**config.mk**
```make
export PLATFORM = sky130hd
export DESIGN_NAME = time_entry
export DESIGN_NICKNAME = d
export VERILOG_FILES = /design/src/rtl/time_entry.sv
export SDC_FILE = /design/constraint.sdc
export NUM_CORES = 1
export LEC_CHECK = 0
export BUFFER_PORTS_ARGS = -buffer_cell sky130_fd_sc_hd__buf_2
export CORE_UTILIZATION = 60
export DETAILED_ROUTE_END_ITERATION = 7
export MAX_ROUTING_LAYER = met4
export PLACE_DENSITY = 0.85
export SKIP_CTS_REPAIR_TIMING = 1
export SYNTH_ARGS = -nofsm -noshare
export SYNTH_HDL_FRONTEND = slang
export SYNTH_SLANG_ARGS = --single-unit
```
**constraint.sdc**
```tcl
create_clock -name clk -period 3.25 [get_ports clk]
set_clock_uncertainty 0.15 [all_clocks]
set_input_delay 0.1625 -clock clk [delete_from_list [all_inputs] [get_ports clk]]
set_output_delay 0.1625 -clock clk [all_outputs]
set_load 0.005 [all_outputs]
```
**src/rtl/time_entry.sv**
```systemverilog
// time_entry: keypad-entered M:SS countdown timer.
//   Digits are keyed in shift-left style while in ENTRY, START counts the
//   value down once per sec_tick, STOP pauses, and CLEAR returns to 0:00.
// Ports:
//   clk       in   rising-edge clock for all state
//   rst_n     in   synchronous active-low reset
//   key_valid in   one-cycle strobe qualifying key_code
//   key_code  in   [3:0] 0-9 digit, 10 CLEAR, 11 START, 12 STOP, 13-15 reserved
//   sec_tick  in   one-cycle 1 Hz pulse
//   min       out  [3:0] BCD minutes digit
//   sec_tens  out  [3:0] BCD tens-of-seconds digit
//   sec_ones  out  [3:0] BCD seconds digit
//   running   out  high while counting down
//   paused    out  high while paused
//   done      out  one-cycle pulse when the countdown reaches 0:00
module time_entry (
  input  logic       clk,
  input  logic       rst_n,
  input  logic       key_valid,
  input  logic [3:0] key_code,
  input  logic       sec_tick,
  output logic [3:0] min,
  output logic [3:0] sec_tens,
  output logic [3:0] sec_ones,
  output logic       running,
  output logic       paused,
  output logic       done
);

  typedef enum logic [1:0] {
    ENTRY = 2'd0,
    RUN   = 2'd1,
    PAUSE = 2'd2
  } state_t;

  state_t     state, state_nxt;
  logic [3:0] min_nxt, tens_nxt, ones_nxt;
  logic       done_nxt;

  logic key_digit, key_clear, key_start, key_stop;
  logic value_zero, value_one;

  assign key_digit  = key_valid && (key_code <= 4'd9);
  assign key_clear  = key_valid && (key_code == 4'd10);
  assign key_start  = key_valid && (key_code == 4'd11);
  assign key_stop   = key_valid && (key_code == 4'd12);

  assign value_zero = (min == 4'd0) && (sec_tens == 4'd0) && (sec_ones == 4'd0);
  assign value_one  = (min == 4'd0) && (sec_tens == 4'd0) && (sec_ones == 4'd1);

  always_comb begin
    state_nxt = state;
    min_nxt   = min;
    tens_nxt  = sec_tens;
    ones_nxt  = sec_ones;
    done_nxt  = 1'b0;

    unique case (state)
      ENTRY: begin
        if (key_digit) begin
          // Shift is refused when the incoming tens digit would exceed 5.
          if (sec_ones <= 4'd5) begin
            min_nxt  = sec_tens;
            tens_nxt = sec_ones;
            ones_nxt = key_code;
          end
        end else if (key_clear) begin
          min_nxt  = '0;
          tens_nxt = '0;
          ones_nxt = '0;
        end else if (key_start && !value_zero) begin
          state_nxt = RUN;
        end
      end

      RUN: begin
        // STOP and CLEAR take priority and swallow a coincident tick.
        if (key_stop) begin
          state_nxt = PAUSE;
        end else if (key_clear) begin
          min_nxt   = '0;
          tens_nxt  = '0;
          ones_nxt  = '0;
          state_nxt = ENTRY;
        end else if (sec_tick) begin
          if (value_one) begin
            ones_nxt  = '0;
            done_nxt  = 1'b1;
            state_nxt = ENTRY;
          end else if (sec_ones != 4'd0) begin
            ones_nxt = sec_ones - 4'd1;
          end else begin
            ones_nxt = 4'd9;
            if (sec_tens != 4'd0) begin
              tens_nxt = sec_tens - 4'd1;
            end else begin
              tens_nxt = 4'd5;
              min_nxt  = min - 4'd1;
            end
          end
        end
      end

      PAUSE: begin
        if (key_start) begin
          state_nxt = RUN;
        end else if (key_clear || key_stop) begin
          min_nxt   = '0;
          tens_nxt  = '0;
          ones_nxt  = '0;
          state_nxt = ENTRY;
        end
      end

      default: begin
        state_nxt = ENTRY;
      end
    endcase
  end

  always_ff @(posedge clk) begin
    if (!rst_n) begin
      state    <= ENTRY;
      min      <= '0;
      sec_tens <= '0;
      sec_ones <= '0;
      running  <= 1'b0;
      paused   <= 1'b0;
      done     <= 1'b0;
    end else begin
      state    <= state_nxt;
      min      <= min_nxt;
      sec_tens <= tens_nxt;
      sec_ones <= ones_nxt;
      // Status flags are registered copies of the next state so they
      // change on the same edge as the state itself.
      running  <= (state_nxt == RUN);
      paused   <= (state_nxt == PAUSE);
      done     <= done_nxt;
    end
  end

endmodule

```
Yosys cells after proc, flatten, opt, wreduce, memory -nomap -nowiden
Index checks and enable logic that the tools add are counted.

Memories kept: 0. Bits in read-only memories: 0. Bits of input ports: 8. Latch bits: 0. Logic and storage cells: 93. Register bits: 17. Bits in writable memories: 0.

Magnitude comparators: 2. Div/mod/pow operators: 0. Add/sub/neg operators: 3. $mul: 0. Multiplexer cells: 40. Shift operators: 0. Bitwise operators: 3. Equality and inequality tests: 17. Reduce and logical (&&, ||, !) cells: 21.

Operators with widths (number): $mux 4 (26); $pmux 4 s3 (3); $mux 2 (9); $ne 3x3->1 const B (6); $eq 4x4->1 const B (3); $logic_not 4->1 (3); $sub 4x1->4 const B (3); $reduce_and 10->1 (1); $reduce_and 9->1 (1); $logic_and 1x1->1 (8); $reduce_bool 4->1 (2); $reduce_and 7->1 (1); $ne 2x2->1 const B (3); $pmux 2 s3 (1); $reduce_or 5->1 (1); $eq 2x1->1 const B (2); $eq 2x2->1 const B (2); $eq 4x1->1 const B (1); $le 4x3->1 const B (1); $le 4x4->1 const B (1); $not 1->1 (3); $reduce_bool 3->1 (1); $logic_not 2->1 (1); $logic_not 1->1 (1); 2 further kinds (2).

Longest topological paths before layout
Gate-level depths: netlist of run 1.

Word-level depth: 10. Mapped depth: 8. Mapped depth without buffers: 7.

Worst setup path before layout of run 1
OpenSTA, ideal clock, no wires.

Path kind: register to register. From: register sec_tens[0]. To: register running. Data arrival time: 1.704 ns. Slack: 1.335 ns. Data required time: 3.039 ns. Stages on the path, launching flop included: 8. Cells stage by stage: dfxtp_1 > inv_1 > ha_1 > nor3b_4 > and3_1 > or3b_1 > a31oi_2 > and4_1.

Word-level cells in the longest chain between the ends: 10. Elaborated cells on any way between the ends: 15. Classes of those cells: eq/ne: 1; mux: 8; reduce/logical: 6.

Ends and longest elaborated chain: start, declared (RTL line 23) `output logic [3:0] sec_tens,`; start signal, assigned (RTL line 133) `sec_tens <= tens_nxt;`; $logic_not 4->1 (*) (RTL line 48, 49); $logic_and 1x1->1 (*) (RTL line 48, 49); $logic_and 1x1->1 (RTL line 48) `assign value_zero = (min == 4'd0) && (sec_tens == 4'd0) && (sec_ones == 4'd0);`; $logic_not 1->1 (RTL line 71) `end else if (key_start && !value_zero) begin`; $logic_and 1x1->1 (RTL line 71); $mux 2 (RTL line 71); $mux 2 (RTL line 67) `end else if (key_clear) begin`; $mux 2 (RTL line 60) `if (key_digit) begin`; $pmux 2 s3 (*) (RTL line 58) `unique case (state)`; $eq 2x1->1 (*) (RTL line 137) `running <= (state_nxt == RUN);`; end signal, assigned (RTL line 137); end, declared (RTL line 25) `output logic running,`.

Mark *: on every way between the ends. The rest lies on a longest branch, timed or not. A chain may end at the register's enable or synchronous reset.

Worst setup path after layout of run 1
From: register state[1]. To: register sec_ones[2].

Word-level cells in the longest chain between the ends: 3. Elaborated cells on any way between the ends: 12. Classes of those cells: eq/ne: 8; mux: 1; reduce/logical: 3.

Ends and longest elaborated chain: start, declared (RTL line 36) `state_t state, state_nxt;`; start signal, assigned (RTL line 131) `state <= state_nxt;`; $eq 2x1->1 (tied with other cells) (RTL line 58); $ne 3x3->1 (no line) (tied with other cells); $reduce_and 7->1 (no line); end signal, assigned (RTL line 134) `sec_ones <= ones_nxt;`; end, declared (RTL line 24) `output logic [3:0] sec_ones,`.

Parallel ways exist; a longest one is shown, timed or not.

==> results of run 1 <==
-- metal layers --
layer  up-vias  share of wire
met1       645           0.43
met2       100           0.44
met4         0          0.029
li1        655              -
met5         -              0
met3        17          0.099
-- where the power goes --
part | internal (mW) | total [mW] | leakage (nW) | switching [mW]
logic | 0.0623 | 0.150 | 0.403 | 0.0879
registers | 0.219 | 0.244 | 0.138 | 0.0250
clock network | 0.0459 | 0.118 | 0.0177 | 0.0716
-- state kept, by name, summed over array words and instances, names as in the netlist --
register and cells:
running 1, min 4, state 2, done 1, paused 1, sec_tens 4
sec_ones 4
-- path summary, 6_finish.rpt --
check | depth (start not counted) | endpoint | slack (ns) | startpoint
worst max-delay path | 7 | sec_ones[2] | 0.96 | state[1]
worst min-delay path | 3 | min[3] | 0.03 | rst_n
worst max register to register | 7 | sec_ones[2] | 0.96 | state[1]
worst min register to register | 2 | min[3] | 0.36 | min[3]
-- area by class of cell --
cell class,count,area (um^2),area share
multi-input cells,130,915,0.630
inverters,7,26.3,0.0181
well taps,27,33.8,0.0233
clock buffers,3,22.5,0.0155
flip-flops and latches,17,340,0.234
clock inverters,1,5.00,0.00345
repair buffers,22,110,0.0758
-- metrics by stage --
step           instance area (um^2)  utilization  hold WS, ns  power, mW
2_1_floorplan                  1360            -        0.195      0.359
3_3_place_gp                   1430        0.698        0.340      0.386
3_5_place_dp                   1430        0.698        0.342      0.391
4_1_cts                        1450        0.711       0.0304      0.506
5_1_grt                        1450        0.711       0.0409      0.537
6_report                       1450        0.711       0.0297      0.512
-- cell usage in the layout (no fill, tap or decap), drive strengths merged, types with 7 or more instances in the layout --
cell type  synthesis  routed
buf                8      22
dfxtp             17      17
a21oi             14      14
o21ai             10      10
nor2               9       9
nand2             15      15
inv                7       7
ha                 7       7
nor3               7       7
-- kinds of logic after synthesis --
family | share of synthesized area
muxes | 0.00737
DFF | 0.250
buffers and inverters | 0.0764
AOI/OAI and AO/OA | 0.297
adders and majority gates | 0.0645
and+or+nand+nor | 0.291
xor gates and xnor gates | 0.0129
-- cell usage after synthesis, drive strengths merged (2+ instances only) --
master,n,share of area
and3,2,0.0092
a2bb2oi,2,0.017
ha,7,0.064
a21oi,14,0.052
and2,2,0.0092
nor3b,4,0.034
a2111oi,3,0.019
a31o,2,0.013
nor2b,2,0.0092
o2bb2ai,2,0.013
o21ai,10,0.037
inv,7,0.019
clkbuf,2,0.0055
nand2,15,0.043
nor2,9,0.025
a31oi,6,0.032
a311oi,2,0.013
nand4,3,0.014
nor3,7,0.029
and3b,3,0.023
dfxtp,17,0.25
o31ai,2,0.011
a21boi,2,0.014
buf,8,0.052
a211oi,6,0.033
nand3b,3,0.017
nand2b,6,0.028
-- worst reg2reg max path: cells and delay by family, from the launching register on --
family	cells	cell delay, ns
buf+inv	1	0.10
simple gates	3	0.52
compound gates	2	0.74
fa+ha+maj	1	0.27
flops	1	0.39
==> flow_metrics.py, run 1 <==
metrics = {
    "floorplanning": {
        "num_rows": 16,
        "core_area_mm2": 0.00204,
        "die-height_um": 49.6,
        "dieWidth_um": 49.6,
        "start_util": 0.665,
        "io_pins": 23,
        "die_area_mm2": 0.00246,
    },
    "placed_design": {
        "place_inst": 203,
        "gp_congestion": 0.907,
        "hpwl_um": 2530,
        "dp_slack_ns": 1.05,
        "io_buffers": 22,
    },
    "cells_and_area": {
        "diodes": 0,
        "drive_gt1_frac": 0.217,
        "nets": 196,
        "instances_no_fill": 207,
        "areaGrowthSynthToFinish_pct": 6.91,
        "fill_cells": 177,
    },
    "pwr": {
        "vdd_drop_max_uv": 306,
        "powerDensity_mw_per_mm2": 353,
        "p_leak_nw": 0.559,
    },
    "worst_setup_path": {
        "cp_data_arrival_time_ns": 2.32,
        "cp.buffers_inverters": 1,
        "path_class": "reg -> reg",
        "crit_required_ns": 3.27,
        "worstPathMaxFanout": 6,
        "cp_top_family": "compound AO/OA/AOI/OAI gates",
        "worstPathCellList": "inv_1 -> ha_1 -> and3b_1 -> a21oi_1 -> nand3b_1 -> a2111oi_0 -> nor3_1",
        "cp-start-kind": "flip-flop",
        "critical_path.max_stage_delay_ns": 0.52,
        "end_kind": "flip-flop",
        "crit_path_top_delay_cell": "a2111oi_0",
    },
    "synth": {
        "syn_area_mm2": 0.00136,
        "syn_area_per_cell_um2": 8.29,
        "ys_types": 55,
        "syn_inst": 164,
        "synth_nets": 179,
        "yosysSeqAreaShare": 0.250,
        "synth_edf_count": 0,
        "async_flop_share": 0,
        "synth_warnings": 0,
        "synth-seq-cells": 17,
        "synthFlopType": "dfxtp_1",
    },
    "global_route": {
        "antenna_found_initial": 0,
        "grt_use_met2": 0.484,
        "grt_pass1_vias": 1300,
        "grt_use_met1": 0.411,
        "grt_usage": 0.318,
        "grt_start_max_net_pins": 14,
        "top_usage_layer": "met2",
        "grt_pass1_wl_um": 5840,
        "grt_overflow": 0,
        "use_met3": 0.0463,
    },
    "cts": {
        "cts_inserted_buffers": 3,
        "cts-htree-levels": 1,
        "cts_sinks": 17,
        "clk_pin_slew_ns": 0.11,
        "clk_latency_ns": 0.30,
        "cts_tree": "done",
        "cts-root-buf": "clkbuf_4",
        "clockBufferDepth": 2,
    },
    "sta": {
        "setup_slack_ns": 0.958,
        "hold_viol": 0,
        "worst_slew_pin_slew_ns": 0.861,
        "setup_viol": 0,
        "period_needed_ns": 2.29,
        "rsz0062_at_grt": "no",
        "finalSetupTns_ns": 0,
        "slew_headroom": 0.424,
        "fmax_mhz": 436,
        "slew_violations": 0,
        "min_period_over_period": 0.705,
    },
    "drt": {
        "routedWlPerCell_um": 17.0,
        "wl_um": 3530,
        "viasPerCell": 6.85,
        "vias": 1417,
        "drc": 0,
        "drt_iter0_drc": 102,
        "drtAntennaViolNets": 0,
        "drtPass1Iterations": 5,
    },
    "job": {
        "maxCapViolations": 0,
    },
    "hold_path": {
        "min_path_type": "in -> reg",
    },
    "run_status": {
        "status": "finished, final reports clean",
    },
}
Power figures use the tool's default switching activity.
==> run 2, diff against run 1 <==
Settings changed: ABC_AREA set to 1, CORE_UTILIZATION 60 to 51, PLACE_DENSITY 0.85 to 0.77.
Clock period 3.25 ns to 1.9 ns, I/O delays scaled along.
==> run 2 against run 1 <==
Net effect:
- the run now ends with negative hold slack left
- synthesized cell count up 35%
- worst hold slack got worse by 0.034 ns
- largest cell class unchanged
- first-iteration DRC count fell by 56%
- sequential power rose by 68%
==> flow_metrics.py, run 2 <==
metrics = {
    "run_status": {
        "status": "complete, but fails checks",
        "failed_checks": "negative hold slack",
    },
    "drt": {
        "wl_met3_um": 168,
        "drtPass1Iterations": 4,
        "routedWlPerCell_um": 11.4,
        "wl_um": 3230,
        "viasPerCell": 5.03,
        "dr_wl_met2_um": 1550,
        "highest_layer": "met4",
        "drtAntennaViolNets": 0,
        "drt-met1-wl_um": 1490,
        "drt_iter0_drc": 45,
        "vias": 1423,
        "drc": 0,
    },
    "synth": {
        "ys_types": 27,
        "synth_nets": 236,
        "yosys-top-cells-area": "dfxtp_1 24%, nand2_1 15%, nor2_1 10%",
        "syn_area_per_cell_um2": 6.43,
        "synth_compound_area_frac": 0.0625,
        "synth_commonest_cells": "58 x nand2_1, 39 x nor2_1, 28 x inv_1",
        "yosysTopAreaCell": "dfxtp_1",
        "synth_warnings": 0,
        "synth_xor_area_frac": 0.0246,
        "syn_area_mm2": 0.00142,
        "synth_top_family_by_area": "simple AND/OR/NAND/NOR gates",
        "synthSimpleGateAreaFrac": 0.515,
        "synth_edf_count": 0,
        "netlist.area_leader.share": 0.239,
        "syn_inst": 221,
        "synth-seq-cells": 17,
        "synth.most_common_cell": "nand2_1",
        "synthFlopType": "dfxtp_1",
        "async_flop_share": 0,
        "synthAdderAreaFrac": 0.0616,
        "muxShareOfSynthArea": 0,
        "yosysSeqAreaShare": 0.239,
    },
    "sta": {
        "slew_headroom": 0.822,
        "setup_viol": 0,
        "worst_slew_pin_slew_ns": 0.267,
        "whs_ns": -0.00394,
        "fmax_mhz": 550,
        "hold_viol": 3,
        "min_period_over_period": 0.956,
        "slew_violations": 0,
        "period_needed_ns": 1.82,
    },
    "cts": {
        "cts_tree": "done",
        "cts_inserted_buffers": 3,
        "clockBufferDepth": 2,
        "cts-root-buf": "clkbuf_4",
        "clk_latency_ns": 0.29,
        "clk_pin_slew_ns": 0.10,
        "cts_sinks": 17,
        "cts-htree-levels": 1,
    },
    "pwr": {
        "p_int_mw": 0.594,
        "seq_power_share": 0.437,
        "vdd_drop_max_uv": 550,
        "p_switching_mw": 0.346,
        "p_leak_nw": 0.896,
        "switching_share": 0.368,
        "powerDensity_mw_per_mm2": 571,
        "combinationalPowerShare": 0.352,
        "power_frac_clock": 0.211,
    },
    "floorplanning": {
        "core_area_mm2": 0.00254,
        "die-height_um": 54.8,
        "num_rows": 18,
        "start_util": 0.559,
        "dieWidth_um": 54.8,
        "die_area_mm2": 0.00300,
        "io_pins": 23,
    },
    "worst_setup_path": {
        "reg2reg_depth": 10,
        "path_class": "reg -> reg",
        "cpMostUsedCell": "inv_1",
        "crit_path_top_delay_cell": "dfxtp_1",
        "critical_path.max_stage_delay_ns": 0.39,
        "reg2reg_slack_ns": 0.08,
        "crit_required_ns": 1.98,
        "end_kind": "flip-flop",
        "worstPathMaxFanout": 9,
        "cp-start-kind": "flip-flop",
        "worstPathCellList": "inv_1 -> ha_1 -> inv_1 -> nor2_4 -> inv_1 -> o21ai_1 -> inv_1 -> nand2_1 -> nand2_1 -> nor2_1",
        "cp_data_arrival_time_ns": 1.90,
    },
    "placed_design": {
        "gp_congestion": 0.841,
        "io_buffers": 22,
        "hpwl_um": 2510,
    },
    "job": {
        "maxCapViolations": 0,
    },
    "global_route": {
        "antenna_found_initial": 0,
        "grt_pass1_vias": 1245,
        "grt_overflow": 0,
        "grt_start_max_net_pins": 14,
        "grt_pass1_wl_um": 5260,
        "grt_usage": 0.252,
    },
    "cells_and_area": {
        "diodes": 0,
        "layout_commonest_cell": "nand2_1",
        "final_cell_mix": "58 x nand2_1, 37 x nor2_1, 28 x inv_1",
        "utilization": 0.647,
        "reg_top3": "min: 4 flops, sec_ones: 4 flops, sec_tens: 4 flops",
        "drive_gt1_frac": 0.265,
        "areaGrowthSynthToFinish_pct": 15.8,
        "nets": 269,
    },
    "hold_path": {
        "hold_depth": 3,
        "min_path_type": "in -> reg",
    },
}
## run 2: logic make-up (layout without fill, tap and decap cells)
logic type	after synthesis	after routing
DFF	17	17
AOI/OAI and AO/OA	15	15
adders and majority gates	7	7
buffers and inverters	34	66
xor gates and xnor gates	4	4
and+or+nand+nor	144	144
## run 2: power by group through the flow
stage	registers, mW	logic [mW]	clock network, mW
6_report	0.411	0.331	0.198
3_3_place_gp	0.418	0.322	0
3_5_place_dp	0.418	0.324	0
2_1_floorplan	0.418	0.231	0
4_1_cts	0.410	0.325	0.207
5_1_grt	0.416	0.382	0.220
## run 2: per-layer routing
| layer | track usage | vias to the layer above |
|---|---|---|
| met2 | 0.432 | 31 |
| met1 | 0.307 | 630 |
| met3 | 0.0500 | 2 |
| met4 | 0.0385 | 0 |
| met5 | - | - |
| li1 | - | 760 |
## run 2: area by class of cell
cell class / instances / area, um^2
Clock buffer: 4 / 26.3
Fill cell: 263 / 898
Inverter: 33 / 124
Multi-Input combinational cell: 170 / 956
Sequential cell: 17 / 340
Tap cell: 30 / 37.5
Timing Repair Buffer: 29 / 163
## run 2: final timing paths
path	to	startpoint
hold / removal	done	sec_tick
hold reg to reg	min[3]	min[3]
setup reg to reg	sec_ones[0]	state[0]
setup / recovery	sec_ones[0]	state[0]
## run 2: per-stage QoR
stage                     setup WS (ns)  power, mW  TNS (ns)  cell area, um^2  instances
after floorplan                   0.228      0.649         0             1420        221
after global routing            -0.0631       1.02   -0.0713             1650        283
after global placement            0.128      0.740         0             1590        276
after detailed placement         0.0967      0.742         0             1590        276
final                            0.0834      0.940         0             1650        283
after CTS                        0.0755      0.943         0             1610        280
## run 2: worst max-delay path: cells and delay by family (launching register included)
kind / cells / cell delay (ns)
buf+inv: 4 / 0.33
fa+ha+maj: 1 / 0.36
flops: 1 / 0.39
simple gates: 4 / 0.35
compound gates: 1 / 0.16
